**src/rtl/mr_operand_mul.sv**
```systemverilog
// mr_operand_mul: 3-stage Kyber/Dilithium coefficient multiplier feeding Montgomery reduction,
// with valid/ready flow control, a mode-switch interlock and a sticky operand range flag.
module mr_operand_mul #(
  parameter int QK  = 3329,
  parameter int QD  = 8380417,
  parameter int LAT = 3
) (
  input  logic        clk,
  input  logic        rst,
  input  logic        in_valid,
  output logic        in_ready,
  input  logic        mode_in,
  input  logic [22:0] a,
  input  logic [22:0] b,
  output logic        out_valid,
  input  logic        out_ready,
  output logic [45:0] d,
  output logic        mode_out,
  output logic        range_err,
  input  logic        clr_err,
  output logic        busy
);
  localparam logic [22:0] QK23 = 23'(QK);
  localparam logic [22:0] QD23 = 23'(QD);
  if (LAT != 3) begin : g_lat
    $error("mr_operand_mul supports only LAT=3");
  end
  logic        v1, v2, m1, m2, last_mode, stall, accept, bad;
  logic [22:0] a1, b1;
  logic [21:0] pp_hh;
  logic [22:0] pp_hl, pp_lh;
  logic [23:0] pp_ll;
  logic [45:0] sum;
  assign busy     = v1 | v2 | out_valid;
  assign stall    = out_valid & ~out_ready;
  // a mode change must wait until every product of the old mode has left
  assign in_ready = ~rst & ~stall & ~(in_valid & (mode_in != last_mode) & busy);
  assign accept   = in_valid & in_ready;
  assign bad      = mode_in ? (a >= QD23 || b >= QD23) : (a >= QK23 || b >= QK23);
  assign sum      = (46'(pp_hh) << 24) + (46'(pp_hl) << 12) + (46'(pp_lh) << 12) + 46'(pp_ll);
  always_ff @(posedge clk or posedge rst) begin
    if (rst) begin
      v1 <= 1'b0;
      v2 <= 1'b0;
      out_valid <= 1'b0;
      a1 <= '0;
      b1 <= '0;
      m1 <= 1'b0;
      m2 <= 1'b0;
      pp_hh <= '0;
      pp_hl <= '0;
      pp_lh <= '0;
      pp_ll <= '0;
      d <= '0;
      mode_out <= 1'b0;
      last_mode <= 1'b0;
      range_err <= 1'b0;
    end else begin
      if (!stall) begin
        v1 <= accept;
        v2 <= v1;
        out_valid <= v2;
        if (accept) begin
          a1 <= a;
          b1 <= b;
          m1 <= mode_in;
        end
        if (v1) begin
          pp_hh <= 22'(a1[22:12]) * 22'(b1[22:12]);
          pp_hl <= 23'(a1[22:12]) * 23'(b1[11:0]);
          pp_lh <= 23'(a1[11:0]) * 23'(b1[22:12]);
          pp_ll <= 24'(a1[11:0]) * 24'(b1[11:0]);
          m2 <= m1;
        end
        if (v2) begin
          d <= sum;
          mode_out <= m2;
        end
      end
      if (accept) last_mode <= mode_in;
      range_err <= (accept & bad) | (range_err & ~clr_err);
    end
  end
endmodule

```
**config.mk**
```make
export PLATFORM = sky130hd
export DESIGN_NAME = mr_operand_mul
export DESIGN_NICKNAME = d
export VERILOG_FILES = /design/src/rtl/mr_operand_mul.sv
export SDC_FILE = /design/constraint.sdc
export NUM_CORES = 2
export LEC_CHECK = 0
export CORE_MARGIN = 2
export CORE_UTILIZATION = 45
export CTS_BUF_LIST = sky130_fd_sc_hd__clkbuf_16
export DETAILED_ROUTE_END_ITERATION = 16
export GPL_ROUTABILITY_DRIVEN = 0
export HOLD_SLACK_MARGIN = 0.15
export PLACE_DENSITY = 0.71
export SLEW_MARGIN = 20
export SYNTH_ARGS = -nofsm -noshare
export SYNTH_HDL_FRONTEND = slang
export SYNTH_SLANG_ARGS = --single-unit
export TNS_END_PERCENT = 20
```
**constraint.sdc**
```tcl
create_clock -name clk -period 8.5 [get_ports clk]
set_input_delay 2.55 -clock clk [delete_from_list [all_inputs] [get_ports clk]]
set_output_delay 2.55 -clock clk [all_outputs]
set_load 0.005 [all_outputs]
```
==> impl_metrics.toml <==
[finish]
drive_above_1_share = 0.0443
area_growth_pct = 8.76
seqCellArea_um2 = 4800
diodes = 0
layout.nets = 3578
num-fill-cells = 5413
multi_input_area_um2 = 18900

[timing]
period_needed_ns = 6.87
hold_viol = 0
worstMarginPinSlew_ns = 1.06
rsz0062_at_grt = "false"
post-route-period-util = 0.808
finalMaxSlewViolations = 0
fin_skew_ns = 0.0219
finalSetupViolations = 0
max_slew_margin = 0.293
max_freq_mhz = 146
tns_ns = 0

[synth]
synth_common_cells = "nand2_1 (500), inv_1 (495), fa_1 (382)"
synth_area_leaders = "fa_1 (29%), dfrtp_1 (18%), ha_1 (13%), nand2_1 (7.2%), inv_1 (7.1%)"
synth_nets = 3560
ys_ff_latch = 192
synthCells = 2859
synth_edf_count = 0
synth.distinct_cells = 59
ys_warn_count = 0
netlist_area_um2 = 26000
synth_most_common_cell = "nand2_1"
synth_flop_cell = "dfrtp_1"
yosysTopAreaCell = "fa_1"
yosysTopAreaCellShare = 0.294
synth_area_per_cell_um2 = 9.11
synthArstFlopShare = 1.00
synth-seq-area-share = 0.184

[global_route]
grt_pass1_wl_mm = 101
use_met3 = 0.0407
use_met1 = 0.324
antenna_found_initial = 1
grt_max_degree = 131
grt_pass1_vias = 18900
grt_overflow = 0
grtUsageMet2 = 0.318
top_usage_layer = "met1"
grtUsageTotal = 0.215

[cts]
cts_made_buffers = 17
cts_resized = 0
cts_buffer_depth = 2
post_cts_buffers = 0
cts_tree = "built"
hold_buffers = 0
root_buffer = "clkbuf_16"
htree_levels = 4
clk_pin_slew_ns = 0.07
clk_latency_ns = 0.51
cts_sinks = 192

[worst_setup_path]
rrSetupSlack_ns = 2.23
ff2ff_path_depth = 18
crit_end = "in_ready"
crit_required_ns = 5.95
crit_fanout = 2
cp-startpoint = "mode_in"
cp-start-kind = "input pin"
cp.arrival_ns = 4.32
criticalPathCategory = "in -> out"
worstReg2RegStart = "a1[5]"
endpoint_kind = "output pin"
r2r_end = "pp_ll[22]"

[job]
cap_viol_max_count = 0

[floorplanning]
io_pins = 103
fp-row-count = 88
die_y_um = 245
die_area_um2 = 59800
core_area_um2 = 57500
die-width_um = 245
start_util = 0.453

[min_path]
min-delay-path-class = "reg -> reg"

[drt]
drc = 0
via_count = 19000
vias_per_cell = 5.21
drt-initial-drc-count = 1367
wl_per_cell_um = 16.8
drt_wl_total_mm = 61.2
dr.pass1.iters = 5
antenna_left = 0

[placed_design]
dpl.hpwl_mm = 47.0
numPortBuffers = 102

[run_status]
status = "complete, no violations"
## flip-flops by register name, summed over array words and instances, names as in the netlist
signal / count
a1: 23
b1: 23
d: 46
last_mode: 1
m1: 1
m2: 1
mode_out: 1
out_valid: 1
pp_hh: 22
pp_hl: 23
pp_lh: 23
pp_ll: 24
range_err: 1
v1: 1
v2: 1
## kinds of logic (layout without fill, tap and decap cells)
kind of cell,Yosys count,count (layout),share of synthesized area
multiplexers,65,65,0.0281
flip-flops,192,192,0.184
AO/OA/AOI/OAI,350,350,0.0841
AND/OR/NAND/NOR,883,883,0.159
buffers and inverters,625,656,0.0901
adder cells (fa/ha/maj),649,649,0.422
XOR/XNOR,95,95,0.0319
## cell usage in the layout (no fill, tap or decap), types with 17 or more instances in the layout
master and instances:
nand2_1 498, inv_1 496, fa_1 382, ha_1 267, and2_1 230, dfrtp_1 192
o21ai_0 137, clkdlybuf4s50_1 102, mux2_2 64, a21oi_1 61, xnor2_1 51, a21o_1 48
nor2_1 46, xor2_1 44, buf_4 26, nand2b_1 17, nand3_1 17, clkbuf_16 17
## cell type report
type                       count  area share
clock inverter                15     0.00473
inverter                     495      0.0659
multi-input combinational   2042       0.667
timing repair buffer         129      0.0436
tap                          765      0.0338
clock buffer                  17      0.0150
sequential                   192       0.170
## worst min-delay path by stage
| stage | cells past startpoint | end | slack [ns] | start |
|---|---|---|---|---|
| detailed placement | 2 | d[10] | 0.45 | pp_ll[10] |
| finish | 2 | d[10] | 0.47 | pp_ll[10] |
| CTS | 2 | d[10] | 0.47 | pp_ll[10] |
| global placement | 2 | d[11] | 0.45 | pp_ll[11] |
| global route | 2 | d[4] | 0.49 | pp_ll[4] |
| floorplan | 2 | d[1] | 0.43 | pp_ll[1] |
## metrics by stage
step,util,instance area (µm²),cells,hold WS [ns],setup WS [ns]
CTS,0.493,28300,3655,0.470,1.62
global placement,0.483,27800,3623,0.451,1.60
floorplan,-,26000,2859,0.433,0.402
global route,0.493,28300,3655,0.490,1.52
detailed placement,0.483,27800,3623,0.452,1.62
finish,0.493,28300,3655,0.466,1.63
## critical path, cell delays in order
cell             delay (ns)
clkdlybuf4s50_1        0.74
xor2_1                 0.19
a311oi_1               0.29
clkdlybuf4s50_1        0.54
## layer usage
| metal | up-vias | wire, µm | share of wire |
|---|---|---|---|
| met5 | - | 13 | 0.00021 |
| met4 | 2 | 903 | 0.015 |
| met3 | 55 | 4420 | 0.072 |
| met2 | 605 | 26600 | 0.43 |
| met1 | 9412 | 29300 | 0.48 |
| li1 | 8975 | - | - |
Power is not shown: default switching activity piles up to over one toggle a cycle in this logic, so the estimate is an artifact.
